## src/rtl/queen_pkg.sv

```systemverilog
// Shared types for the eight-queens solver: board size, coordinates, FSM states.
// Latency: n/a (types and constants only).
// Backpressure: n/a.
package queen_pkg;

  localparam int N = 8;
  localparam logic [6:0] SOL_MAX = 7'd127;

  typedef logic [2:0] coord_t;

  typedef enum logic [2:0] {
    IDLE,
    CHECK,
    PLACE,
    ADVANCE,
    BACKTRACK,
    FOUND,
    EXHAUSTED
  } state_t;

endpackage

```

## src/rtl/queen_safety_check.sv

```systemverilog
// Tests one candidate square against one placed queen for column or diagonal attack.
// Latency: purely combinational.
// Backpressure: none; the result is valid whenever the inputs are.
module safety_check
  import queen_pkg::*;
(
  input  coord_t r_ch,
  input  coord_t c_ch,
  input  coord_t r2,
  input  coord_t c2,
  output logic   threat
);

  coord_t dr;
  coord_t dc;

  // Same column, or equal row and column distance, means the queens attack each other.
  always_comb begin
    dr     = (r_ch >= r2) ? (r_ch - r2) : (r2 - r_ch);
    dc     = (c_ch >= c2) ? (c_ch - c2) : (c2 - c_ch);
    threat = (c_ch == c2) || (dr == dc);
  end

endmodule

```

## src/rtl/queen_solver.sv

```systemverilog
// Backtracking eight-queens sequencer; reports each solution in lexicographic order.
// Latency: one queen pair per CHECK cycle; PLACE/ADVANCE/BACKTRACK one cycle each.
// Backpressure: holds in FOUND until next/start; start/next are ignored while busy.
module queen_solver
  import queen_pkg::*;
(
  input  logic             clk,
  input  logic             rst,
  input  logic             start,
  input  logic             next,
  output logic             busy,
  output logic             found,
  output logic             exhausted,
  output logic [3*N-1:0]   queens,
  output logic [6:0]       sol_count
);

  state_t state;
  coord_t col [N];
  coord_t r;
  coord_t c;
  coord_t k;
  logic   threat;

  // Single shared comparator: candidate (r,c) against the queen already placed in row k.
  safety_check u_safety_check (
    .r_ch   (r),
    .c_ch   (c),
    .r2     (k),
    .c2     (col[k]),
    .threat (threat)
  );

  // The board output is the column registers laid out row by row.
  always_comb begin
    queens = '0;
    for (int i = 0; i < N; i++) begin
      queens[3*i +: 3] = col[i];
    end
  end

  // Search FSM; status flags are updated on the same edge as the state they describe.
  always_ff @(posedge clk) begin
    if (rst) begin
      state     <= IDLE;
      r         <= '0;
      c         <= '0;
      k         <= '0;
      for (int i = 0; i < N; i++) begin
        col[i] <= '0;
      end
      busy      <= 1'b0;
      found     <= 1'b0;
      exhausted <= 1'b0;
      sol_count <= '0;
    end else begin
      case (state)
        IDLE, FOUND, EXHAUSTED: begin
          if (start) begin
            // Fresh search; start takes priority over next in FOUND.
            r         <= '0;
            c         <= '0;
            k         <= '0;
            sol_count <= '0;
            state     <= CHECK;
            busy      <= 1'b1;
            found     <= 1'b0;
            exhausted <= 1'b0;
          end else if ((state == FOUND) && next) begin
            // Treat the reported row-7 queen as a dead end to move past it.
            r     <= coord_t'(N - 1);
            c     <= col[N-1];
            state <= ADVANCE;
            busy  <= 1'b1;
            found <= 1'b0;
          end
        end

        CHECK: begin
          if (k == r) begin
            state <= PLACE;
          end else if (threat) begin
            state <= ADVANCE;
          end else begin
            k <= k + 3'd1;
          end
        end

        PLACE: begin
          col[r] <= c;
          if (r == 3'd7) begin
            if (sol_count != SOL_MAX) begin
              sol_count <= sol_count + 7'd1;
            end
            state <= FOUND;
            found <= 1'b1;
            busy  <= 1'b0;
          end else begin
            r     <= r + 3'd1;
            c     <= '0;
            k     <= '0;
            state <= CHECK;
          end
        end

        ADVANCE: begin
          if (c == 3'd7) begin
            state <= BACKTRACK;
          end else begin
            c     <= c + 3'd1;
            k     <= '0;
            state <= CHECK;
          end
        end

        BACKTRACK: begin
          if (r == 3'd0) begin
            state     <= EXHAUSTED;
            exhausted <= 1'b1;
            busy      <= 1'b0;
          end else begin
            r     <= r - 3'd1;
            c     <= col[r - 3'd1];
            state <= ADVANCE;
          end
        end

        default: begin
          state <= IDLE;
          busy  <= 1'b0;
          found <= 1'b0;
        end
      endcase
    end
  end

endmodule

```

## config.mk

```make
export PLATFORM = sky130hd
export DESIGN_NAME = queen_solver
export DESIGN_NICKNAME = d
export VERILOG_FILES = /design/src/rtl/queen_pkg.sv /design/src/rtl/queen_safety_check.sv /design/src/rtl/queen_solver.sv
export SDC_FILE = /design/constraint.sdc
export NUM_CORES = 1
export LEC_CHECK = 0
export ABC_AREA = 1
export BUFFER_PORTS_ARGS = -buffer_cell sky130_fd_sc_hd__buf_4
export CAP_MARGIN = 20
export CORE_AREA = 2 2 62 108
export DETAILED_ROUTE_END_ITERATION = 10
export DIE_AREA = 0 0 64 110
export GPL_ROUTABILITY_DRIVEN = 0
export PLACE_DENSITY = 0.8
export RECOVER_POWER = 25
export SYNTH_ARGS = -nofsm -noshare
export SYNTH_HDL_FRONTEND = slang
export SYNTH_SLANG_ARGS = --single-unit
```

## constraint.sdc

```tcl
create_clock -name clk -period 3.73 [get_ports clk]
set_input_delay 0.9325 -clock clk [delete_from_list [all_inputs] [get_ports clk]]
set_output_delay 0.9325 -clock clk [all_outputs]
set_load 0.02 [all_outputs]
```

# ---- Yosys cells after proc, flatten, opt, wreduce, memory -nomap -nowiden
# Memories as Yosys holds them, arrays and structs flattened. A register that Yosys moved wholly into a read port is not among the register bits.
# Index checks and enable logic that the tools add are counted.
# W data, S select, Z words.
dict set report totals {
  ramBits 24
  output_inout_bits 34
  mem_count 1
  wordCells 118
  input_bits 4
  regBits 22
}
# memory depth word_bits rd rd_clocked_by_memory_dff wr line_no
set mem_list {}
lappend mem_list {col 8 3 10 1 8 queen_solver.sv:19} ;# coord_t col [N];
dict set report classes {
  reduce_logical 21
  n_eq_ne 23
  magnitude_cmp 2
  mux 52
  add_sub_neg 9
  n_bitwise 2
}
# op count
set ops {}
lappend ops {{$mux W3} 26}
lappend ops {{$pmux W3 S4} 2}
lappend ops {{$mux W7} 3}
lappend ops {{$ne A2 B2 Y1 const B} 9}
lappend ops {{$eq A3 B3 Y1 const B} 5}
lappend ops {{$mux W1} 15}
lappend ops {{$pmux W3 S5} 1}
lappend ops {{$pmux W7 S2} 1}
lappend ops {{$reduce_and A4 Y1} 3}
lappend ops {{$sub A3 B3 Y3} 4}
lappend ops {{$add A3 B1 Y3 const B} 3}
lappend ops {{$eq A3 B3 Y1} 3}
lappend ops {{$pmux W3 S3} 1}
lappend ops {{$reduce_or A3 Y1} 3}
lappend ops {{$reduce_bool A4 Y1} 2}
lappend ops {{$add A7 B1 Y7 const B} 1}
lappend ops {{$ne A7 B7 Y1 const B} 1}
lappend ops {{$eq A3 B2 Y1 const B} 2}
lappend ops {{$ge A3 B3 Y1} 2}
lappend ops {{$logic_not A3 Y1} 2}
lappend ops {{$ne A3 B3 Y1 const B} 2}
lappend ops {{$reduce_and A3 Y1} 2}
lappend ops {{$reduce_and A6 Y1} 1}
lappend ops {{$reduce_and A5 Y1} 1}
lappend ops {{12 further kinds} 14}

# ---- Logic depth before layout (Yosys ltp)
# Gate-level depths: netlist (run 1).
dict set report logic_depth {
  depth_word 9
  ltp_mapped 25
  mapped_depth_nobuf 24
}

# ---- Hierarchy
# A second synthesis (run 1) with hierarchy kept.
dict set report unflattened {
  hier_cells 492
  area_unflattened_um2 3482.1
}
# module n_inst area_each_um2 cells_per_inst
set modules_own_cells {}
lappend modules_own_cells {queen_solver 1 3005.4 416}
lappend modules_own_cells {safety_check 1 476.7 76}

# ---- Worst setup path before layout (run 1)
# OpenSTA, ideal clock, no wires.
dict set report synth_path {
  kind {flip-flop to flip-flop}
  start {reg with a tool-made name}
  end {reg with a tool-made name}
  path_stages_with_launch 21
  period_less_slack_ps 2605
  setup_ps 116
  arrival_ps 2489
  path_buffers 1
  setup_slack_ps 1125
  t_required_ps 3614
  cell_sequence {dfxtp_1 inv_1 clkbuf_1 o21ai_0 nand2_1 inv_1 o21ai_0 ha_1 inv_1 fa_1 xor2_1 nand2_1 nand2_1 nand2_1 nand2_1 o21bai_1 nand2_1 nand2_2 nand2_1 nand2_1 nor2_1}
}

==> reports/results.txt, run 1 <==
The run finished with clean final reports. For the starting density of the core, the log shows 53.77%. For the slack of the worst reg-to-reg path, the log shows 0.76 ns. The total nets after synthesis is 481, and the share of synthesized area occupied by flip-flops and latches is 37.03%. Measured in cells, the most critical reg-to-reg path has a length of 22. For this run, the number of Yosys warnings is 0. The fraction of power spent switching nets works out to 51.11%. Leaving out fill and tap cells, the most frequent cells in the layout are sky130_fd_sc_hd__nand2_1 (112), sky130_fd_sc_hd__inv_1 (64), sky130_fd_sc_hd__nor2_1 (56).

The buffer levels on the longest clock path was 2. The worst-margin pin slew came out at 0.9147 ns. The total overflow left after global routing is 0. For this run, the share of the core covered by cells in the final layout is 60.10%.

Sorting the synthesized cells by area gives the leading types as sky130_fd_sc_hd__edfxtp_1 (22%), sky130_fd_sc_hd__dfxtp_1 (15%), sky130_fd_sc_hd__nand2_1 (13%). In the final layout, the multi-input gates occupy 1767 µm². The count of boundary I/O pins was 38; the share of the synthesized area in the top cell type was 21.85%. Fill cells in the final layout number 556.

The H-tree was split into 2 levels. Setup total negative slack on the finished layout was measured at 0 ns. The logs give 1.658 nW for the leakage component of the power and 5 for the clock buffer count from CTS.

The largest driver fanout on the critical path is 24, and the count of nets left with antenna violations after detail routing is 0. The worst-skew pair later-pin latency was 0.31 ns; the peak per-stage delay on the critical path was 0.43 ns. The logs give 0.4177 mV for the largest voltage drop on the vdd net and 0 for the post-cts gate resize count. The die footprint came out at 7040 µm². After layout, the minimum clock period comes to 2.973 ns.

In this run the number of cells on the critical path is 22. In the final design database the tool counted 516 nets. By instance count, the cell type seen most on the critical path is sky130_fd_sc_hd__nand2_1.

The synthesized-area fraction occupied by xor and xnor cells is 2.124%. Traced cell by cell, the critical path runs through inv_1 > a21oi_1 > o21ai_0 > nand2_1 > nand2_1 > o21ai_0 > inv_1 > ha_1 > inv_1 > fa_1 > inv_1 > nand2_1 > nand2_1 > nand3_1 > nand2_1 > nand2_1 > nand2_1 > o21bai_1 > nand2_1 > nand2_2 > nor2_1 > nor2_1. The synthesized netlist devotes 27.54% of its cell area to simple gates. Measured against its own limit, the worst slew margin works out to 38.94%.

The power density normalized to cell area is 865.4 nW/µm². Together, buffers and inverters on the worst path number 4. By area, the combinational part of the netlist is dominated by simple AND/OR/NAND/NOR gates. The number of endpoints with negative hold slack in the final report is 0, and the first-pass GRT wire length is 13,180 µm. The area growth from synthesis to layout is 11.76%. Summing every instance area after synthesis gives 3298 µm².

After detailed routing, the average wire length per cell comes to 14.27 µm. The count of buffers added on input and output ports is 37. Across the whole layout, storage elements account for 1221 µm². The share of total power dissipated in combinational logic is 63.4%. On the critical path, the stage with the largest delay is an instance of sky130_fd_sc_hd__fa_1. After detailed routing, the total wire length is 8149 µm. From bottom edge to top edge, the die measures 110 µm. Average footprint of a synthesized cell: 7.249 µm².

The clock tree skew after final layout is 0.01020 ns, and the share of the clock period used by the worst path is 79.69%. Buffers inserted during post-CTS setup optimization: 0. The clock power share was 11.7%; the compound-gate portion of the synthesized area was 14.64%. The number of vias per cell after detailed routing came out at 5.496. On the critical path the largest part of the delay comes from simple AND/OR/NAND/NOR gates. The most frequent standard cell in the layout excluding fill and tap cells was sky130_fd_sc_hd__nand2_1. Share of final-layout standard cells stronger than drive strength 1: 9.369%.

In this run the core area contains 38 standard-cell rows. The tools report the type of element launching the critical path as a register. STA puts the critical path data arrival time at 3.17 ns. For this run, the detailed router's first-pass iteration total came to 5.

In the routed design, unresolved DRC markers number 0. Setup repair after global routing left no endpoint under its margin. For the pin count of the biggest net entering global routing, the log shows 30. The tool flagged a number of max-cap violations equal to 0. The worst hold path belongs to the class reg -> reg. The clock transition at the registers of the reported paths was 0.09 ns. The number of register bits inferred by synthesis works out to 49. The initial antenna violation count was 0. Detailed placement finished with a half-perimeter wire length of 6421 µm. The tools report the diode insertion count for antenna repair as 0. The biggest area contributor in the post-synthesis netlist is sky130_fd_sc_hd__edfxtp_1.

Hold repair after CTS inserted 0 buffers. Yosys mapped the design onto 39 distinct sky130hd cell types. Measured along the x axis, the die boundary spans 64 µm. The combined global-route utilization of all metal layers was 24.05%. The tree is rooted in a sky130_fd_sc_hd__clkbuf_8.

The peak clock frequency supported by timing is 336.4 MHz, and the number of global-route vias before repair is 2,993. The critical path is of the reg -> reg type. Synthesis produced 455 cells. Data on the critical path is required at its endpoint by 3.93 ns. TritonCTS built the clock tree. After the first detailed-routing iteration, the DRC count stood at 152. The total internal power is 1.560 mW. Measured against the total synthesized area, the mux share comes to 0%.

Sequential cells account for 24.9% of the total power. Counting every sink on the clock net gives 49. The post-synthesis adder-cell area fraction was 9.256%. The logs give 0 for the number of max-slew violations in the final report and 0 for the setup-violating endpoint count in the final report. The analysis attributes to net switching a power of 1.630 mW. The detailed-route via count came out at 3,138. The tools report the core area as 6133 µm². The kind of end point of the critical path is a register.
stage by stage:
step | total power, mW | hold WS (ns) | std cells | instance area [µm²] | setup WS, ns
6_report | 3.190 | 0.4820 | 571 | 3686 | 0.7575
3_3_place_gp | 2.753 | 0.4656 | 563 | 3632 | 0.8362
4_1_cts | 3.191 | 0.4842 | 571 | 3739 | 0.7727
3_5_place_dp | 2.817 | 0.4713 | 563 | 3632 | 0.7897
2_1_floorplan | 2.390 | 0.5213 | 455 | 3298 | 1.125
5_1_grt | 3.507 | 0.5104 | 571 | 3686 | 0.3568
cells in the mapped netlist:
cell,number
sky130_fd_sc_hd__buf_6,1
sky130_fd_sc_hd__a41oi_1,3
sky130_fd_sc_hd__clkbuf_1,6
sky130_fd_sc_hd__ha_1,18
sky130_fd_sc_hd__a21oi_2,2
sky130_fd_sc_hd__o31ai_1,2
sky130_fd_sc_hd__nand3_2,1
sky130_fd_sc_hd__o211a_1,1
sky130_fd_sc_hd__fa_1,4
sky130_fd_sc_hd__a21oi_1,29
sky130_fd_sc_hd__nor2_1,56
sky130_fd_sc_hd__nor2_2,1
sky130_fd_sc_hd__nand2_1,112
sky130_fd_sc_hd__clkinv_1,1
sky130_fd_sc_hd__inv_1,64
sky130_fd_sc_hd__o21ai_0,33
sky130_fd_sc_hd__nor3_2,1
sky130_fd_sc_hd__nand3_4,1
sky130_fd_sc_hd__o2bb2ai_1,1
sky130_fd_sc_hd__a31oi_1,1
sky130_fd_sc_hd__nand3b_1,1
sky130_fd_sc_hd__nor3b_1,1
sky130_fd_sc_hd__nand3_1,29
sky130_fd_sc_hd__buf_2,2
sky130_fd_sc_hd__nand4_1,1
sky130_fd_sc_hd__dfxtp_1,25
sky130_fd_sc_hd__o211ai_1,7
sky130_fd_sc_hd__nor2_4,3
sky130_fd_sc_hd__inv_2,4
sky130_fd_sc_hd__buf_4,1
sky130_fd_sc_hd__xnor2_1,5
sky130_fd_sc_hd__nor3_1,3
sky130_fd_sc_hd__a211oi_1,2
sky130_fd_sc_hd__nand2_2,3
sky130_fd_sc_hd__o2111ai_1,1
sky130_fd_sc_hd__xor2_1,3
sky130_fd_sc_hd__edfxtp_1,24
sky130_fd_sc_hd__o21ai_1,1
sky130_fd_sc_hd__o21bai_1,1
power groups by stage:
stage | combinational, mW | sequential (mW) | clock, mW
3_5_place_dp | 2.01 | 0.803 | 0
4_1_cts | 2.02 | 0.791 | 0.377
2_1_floorplan | 1.62 | 0.767 | 0
6_report | 2.02 | 0.794 | 0.373
3_3_place_gp | 1.95 | 0.799 | 0
5_1_grt | 2.30 | 0.807 | 0.401
area by class of cell:
cell class	instances	area share, %
clock inverters	2	0.9165
inverters	69	7.026
well taps	80	2.716
multi-input cells	327	47.93
clock buffers	6	1.969
repair buffers	38	6.314
flip-flops and latches	49	33.13
flip-flops by register name, indices dropped and copies added, names as in the netlist, named ones only:
name / cells
exhausted: 1
col: 24
r: 3
c: 3
busy: 1
found: 1
k: 3
sol_count: 7
state: 3
worst register-to-register path: stages, from the launching register on:
cell	delay, ns
sky130_fd_sc_hd__dfxtp_1	0.31
sky130_fd_sc_hd__inv_1	0.40
sky130_fd_sc_hd__a21oi_1	0.14
sky130_fd_sc_hd__o21ai_0	0.11
sky130_fd_sc_hd__nand2_1	0.08
sky130_fd_sc_hd__nand2_1	0.06
sky130_fd_sc_hd__o21ai_0	0.11
sky130_fd_sc_hd__inv_1	0.07
sky130_fd_sc_hd__ha_1	0.14
sky130_fd_sc_hd__inv_1	0.06
sky130_fd_sc_hd__fa_1	0.43
sky130_fd_sc_hd__inv_1	0.09
sky130_fd_sc_hd__nand2_1	0.05
sky130_fd_sc_hd__nand2_1	0.06
sky130_fd_sc_hd__nand3_1	0.07
sky130_fd_sc_hd__nand2_1	0.08
sky130_fd_sc_hd__nand2_1	0.04
sky130_fd_sc_hd__nand2_1	0.08
sky130_fd_sc_hd__o21bai_1	0.08
sky130_fd_sc_hd__nand2_1	0.11
sky130_fd_sc_hd__nand2_2	0.08
sky130_fd_sc_hd__nor2_1	0.15
sky130_fd_sc_hd__nor2_1	0.07
worst min path at each step:
stage               depth (start not counted)  slack, ns            to    startpoint
floorplan                                   2       0.52      register          k[0]
global placement                            2       0.47  sol_count[6]  sol_count[6]
detailed placement                          2       0.47  sol_count[6]  sol_count[6]
CTS                                         2       0.48  sol_count[6]  sol_count[6]
global route                                2       0.51         found         found
finish                                      2       0.48  sol_count[6]  sol_count[6]
kinds of logic after synthesis:
group,after synthesis
XOR/XNOR,8
AO/OA/AOI/OAI,84
buffers and inverters,79
AND/OR/NAND/NOR,213
flip-flops,49
adder cells (fa/ha/maj),22
routing by layer:
layer / wire, µm / vias up / track usage, %
li1: - / 1540 / -
met1: 2965 / 1475 / 25.48
met2: 4531 / 99 / 46.80
met3: 376 / 24 / 3.249
met4: 275 / 0 / 9.783
met5: 0 / - / 0
(Power assumes the default switching activity.)
==> run 2, diff against run 1 <==
--- a/config.mk
+++ b/config.mk
@@ -5,12 +5,12 @@
 export SDC_FILE = /design/constraint.sdc
 export NUM_CORES = 1
 export LEC_CHECK = 0
-export ABC_AREA = 1
+export ABC_AREA = 0
 export BUFFER_PORTS_ARGS = -buffer_cell sky130_fd_sc_hd__buf_4
 export CAP_MARGIN = 20
-export CORE_AREA = 2 2 62 108
+export CORE_AREA = 2 2 62 107
 export DETAILED_ROUTE_END_ITERATION = 10
-export DIE_AREA = 0 0 64 110
+export DIE_AREA = 0 0 64 109
 export GPL_ROUTABILITY_DRIVEN = 0
 export PLACE_DENSITY = 0.8
 export RECOVER_POWER = 25
==> constraint.sdc (replaced) <==
create_clock -name clk -period 2.98 [get_ports clk]
set_input_delay 0.745 -clock clk [delete_from_list [all_inputs] [get_ports clk]]
set_output_delay 0.745 -clock clk [all_outputs]
set_load 0.02 [all_outputs]
==> reports/results.txt, run 2 <==
The run finished, with violations left. The checks that failed: negative setup slack. In this run, synthesis produced a sequential element count of 49.

The post-route netlist has 23.82% of its cells at a drive strength greater than 1. The number of H-tree levels is 2, and the area share of and/or/nand/nor cells after synthesis is 19.24%. The share of the clock period used by the worst path works out to 103.4%. The count of nets left with antenna violations after detail routing was 0; the height of the die was 109 µm. The run gives 6284 µm as the estimated wirelength of the detail-placed design. The most frequently used flop master after synthesis was sky130_fd_sc_hd__dfxtp_1. Fill cells in the final layout number 493. The share of the synthesized area in the top cell type is 22.21%, and the switching power is 1.164 mW. Cell type with the largest total area after synthesis: sky130_fd_sc_hd__edfxtp_1.

By area the synthesized netlist is led by sky130_fd_sc_hd__edfxtp_1 (22%), sky130_fd_sc_hd__dfxtp_1 (15%), sky130_fd_sc_hd__mux4_2 (8.3%). For this run, asynchronously set or reset flops after synthesis account for 0%. Summing all flip-flop and latch instances after layout gives 1222 µm². The type of element launching the critical path is a register.

The number of endpoints with negative hold slack in the final report came out at 0. From synthesis to final layout, the design area changed by 16.78%. The tool flagged a number of max-cap violations equal to 0. TritonCTS built the clock tree.

Combinational logic is responsible for 53.6% of the overall power. Buffers inserted during clock tree synthesis total 5. In this run the cell area of the synthesized design comes to 3244 µm². The initialized floorplan defines 38 standard-cell rows.

The run gives 1.431 nW as the leakage component of the power. The repair_antennas step left the layout with diodes totalling 0. The fraction of power spent switching nets was 42.90%; the sequential fraction of design power was 31.9%.

Setup repair after global routing could not meet its margin everywhere. The most frequent standard cell in the layout excluding fill and tap cells was sky130_fd_sc_hd__buf_4. For the total internal power, the log shows 1.550 mW. Along the worst path, the maximum fanout reaches 6. After detailed routing, the average wire length per cell comes to 18.32 µm.

The worst setup timing slack at the placement stage was -0.09524 ns. The total overflow left after global routing is 0. For this run, the number of Yosys warnings is 0. Clock skew on the completed layout was measured at 0.009445 ns. The library cells used most frequently in the layout, excluding fill and tap cells, are sky130_fd_sc_hd__buf_4 (37), sky130_fd_sc_hd__nor2_1 (35), sky130_fd_sc_hd__clkbuf_1 (25). The distinct cell type count of the synthesized netlist was 56.

The clock passes through at most 2 buffers. The smallest setup slack after layout was -0.1011 ns; the worst-margin pin slew was 0.7836 ns. The average footprint of a synthesized cell was 9.891 µm². In this run, post-CTS hold repair placed 0 buffers. For this design, the sink count on the clock tree is 49. After synthesis, flip-flops and latches occupy 37.64% of the total area. At the worst endpoint, the required time is 3.20 ns. Summing the areas of all xor and xnor instances in the mapped netlist gives 2.430% of the synthesized area. In the final design database the tool counted 407 nets. Entering global routing, the biggest net connects 30 pins. By count the netlist is led by sky130_fd_sc_hd__nor2_1 (35), sky130_fd_sc_hd__dfxtp_1 (25), sky130_fd_sc_hd__edfxtp_1 (24). The run gives 6133 µm² as the core area. Summing all multi-input logic gate instances after layout gives 1916 µm². The instance count of the mapped netlist is 328.

The final layout contains routed wiring with a total length of 8465 µm. Buffers placed on the I/O ports in this run total 37. The largest register by flop count is col. Of the total power, the clock network draws 14.5%.

STA classifies the critical path endpoint as a register. After detailed routing, the number of remaining DRC violations is 0. In the post-synthesis netlist, the cell with the most instances is sky130_fd_sc_hd__nor2_1.

The number of vias per cell after detailed routing is 6.004, and the clock transition at the registers of the reported paths is 0.09 ns. The number of global-route vias before repair was 2,798; the post-route total power was 2.714 mW. Summing all placed instances gives a cell area of 3716 µm². The die is 64 µm wide.

The starting density of the core is 52.90%, and the arrival time at the worst endpoint is 3.30 ns. Summing the areas of all compound-gate instances in the mapped netlist gives 14.11% of the synthesized area. Once layout is complete, the utilization of the core stands at 61.77%.

The first detailed-routing pass took 4 iterations. After synthesis, the share of cell area in mux cells is 12.03%. The number of max-slew violations in the final report was 0.

The dominant combinational cell family by area after synthesis is simple AND/OR/NAND/NOR gates. Counting I/O delays and the setup requirement, the final critical path takes 3.081 ns. Number of DRC violations after detailed-routing iteration 0: 149. 38 I/O pins were placed.

The initial antenna violation count came out at 0. The largest voltage drop on the vdd net was 0.4095 mV; the post-synthesis adder-cell area fraction was 9.410%. Setup violations remaining at the end of the flow were counted as 4.

The run gives 6976 µm² as the die footprint. For this design the ratio of total power to cell area is 716.4 nW/µm². The type of the tightest min-delay check was reg -> reg. The number of flops mapped to enable cells by yosys is 24.

For the worst-skew pair later-pin latency, the log shows 0.31 ns. Based on the critical path, the design can be clocked at up to 324.6 MHz. The first global-routing pass estimated 13,190 µm of wire. The root buffer cell chosen for the clock tree is sky130_fd_sc_hd__clkbuf_8. For the total nets after synthesis, the log shows 354. The register with the most flip-flops in the layout has 24 of them. The routed layout has 2,774 vias. The largest registers in the layout are col: 24 flops, sol_count: 7 flops. For the relative slew slack, the log shows 47.10%. With fillers left out, the area of the finished cells amounts to 3789 µm². Setup total negative slack on the finished layout was measured at -0.2979 ns. The setup path with the least slack is of type reg -> reg. The tools report the combined global-route utilization of all metal layers as 24.92%.
## run 2: cell count changes in the layout (fill, tap and decap cells not counted), moves of 10 or more
cell                       previous run  this run
sky130_fd_sc_hd__buf_4               24        37
sky130_fd_sc_hd__mux4_2               0        12
sky130_fd_sc_hd__o21ai_0             33         7
sky130_fd_sc_hd__clkbuf_1            15        25
sky130_fd_sc_hd__nand3_1             29         5
sky130_fd_sc_hd__and2_1               0        10
sky130_fd_sc_hd__inv_1               64        13
sky130_fd_sc_hd__nand2_1            112        20
sky130_fd_sc_hd__a21oi_1             29        12
sky130_fd_sc_hd__mux2i_1              0        11
sky130_fd_sc_hd__nor3_1               3        17
sky130_fd_sc_hd__nor2_1              56        35
## run 2: path summary, 6_finish.rpt
path                  start         to  slack (ns)  depth (start not counted)
setup reg to reg   register       k[1]       -0.10                         13
hold reg to reg   exhausted  exhausted        0.47                          2
hold / removal    exhausted  exhausted        0.47                          2
setup / recovery   register       k[1]       -0.10                         13
## run 2: cells by family (layout without fill, tap and decap cells)
family / after synthesis / count (layout)
and+or+nand+nor: 123 / 123
AOI/OAI and AO/OA: 66 / 66
DFF: 49 / 49
buffers and inverters: 35 / 89
muxes: 24 / 24
adders and majority gates: 22 / 22
xor gates and xnor gates: 9 / 9
## run 2: final cells by class
cell class | instances | share of cell area, %
Clock inverter | 1 | 0.1982
Clock buffer | 7 | 2.015
Tap cell | 80 | 2.642
Inverter | 18 | 1.783
Multi-Input combinational cell | 244 | 50.56
Timing Repair Buffer | 63 | 10.54
Sequential cell | 49 | 32.27
## run 2: through the flow
stage          hold slack [ns]  cells
4_1_cts                 0.4837    461
2_1_floorplan           0.4652    328
3_5_place_dp            0.4632    452
5_1_grt                 0.5204    462
6_report                0.4743    462
3_3_place_gp            0.4535    452
## run 2: routing by layer
metal  share of wire, %  global-route usage (%)  vias up  wire, µm
met5                  0                       0        -         0
met4                6.1                   18.01        0       516
met3                4.2                   4.850       39       358
met2                 55                   45.68       84      4692
met1                 34                   24.38     1342      2897
li1                   -                       -     1309         -
## run 2: power by group through the flow
stage	Clock (mW)	Combinational [mW]	Sequential (mW)
after floorplan	0	0.963	0.879
after global placement	0	1.27	0.873
after detailed placement	0	1.31	0.875
after CTS	0.390	1.35	0.860
after global routing	0.422	1.57	0.872
final	0.392	1.46	0.866
## run 2: critical path: stages (launching register included)
cell and delay (ns):
sky130_fd_sc_hd__dfxtp_2 0.36, sky130_fd_sc_hd__buf_12 0.12, sky130_fd_sc_hd__mux4_2 0.51, sky130_fd_sc_hd__mux2i_2 0.19, sky130_fd_sc_hd__inv_1 0.08, sky130_fd_sc_hd__ha_2 0.34
sky130_fd_sc_hd__nor2b_2 0.05, sky130_fd_sc_hd__o21ai_1 0.19, sky130_fd_sc_hd__mux2i_1 0.28, sky130_fd_sc_hd__xnor2_1 0.14, sky130_fd_sc_hd__nand2_1 0.12, sky130_fd_sc_hd__o21ai_2 0.18
sky130_fd_sc_hd__a21oi_2 0.13, sky130_fd_sc_hd__o32ai_2 0.29
## run 2: repair_timing
action / CTS / global route
gates cloned: 0 / 0
pin swaps: 4 / 11
endpoints found under the hold margin: 0 / 0
resized for setup: 7 / 13
setup endpoints to repair: 7 / 7
buffers inserted: 1 / 1
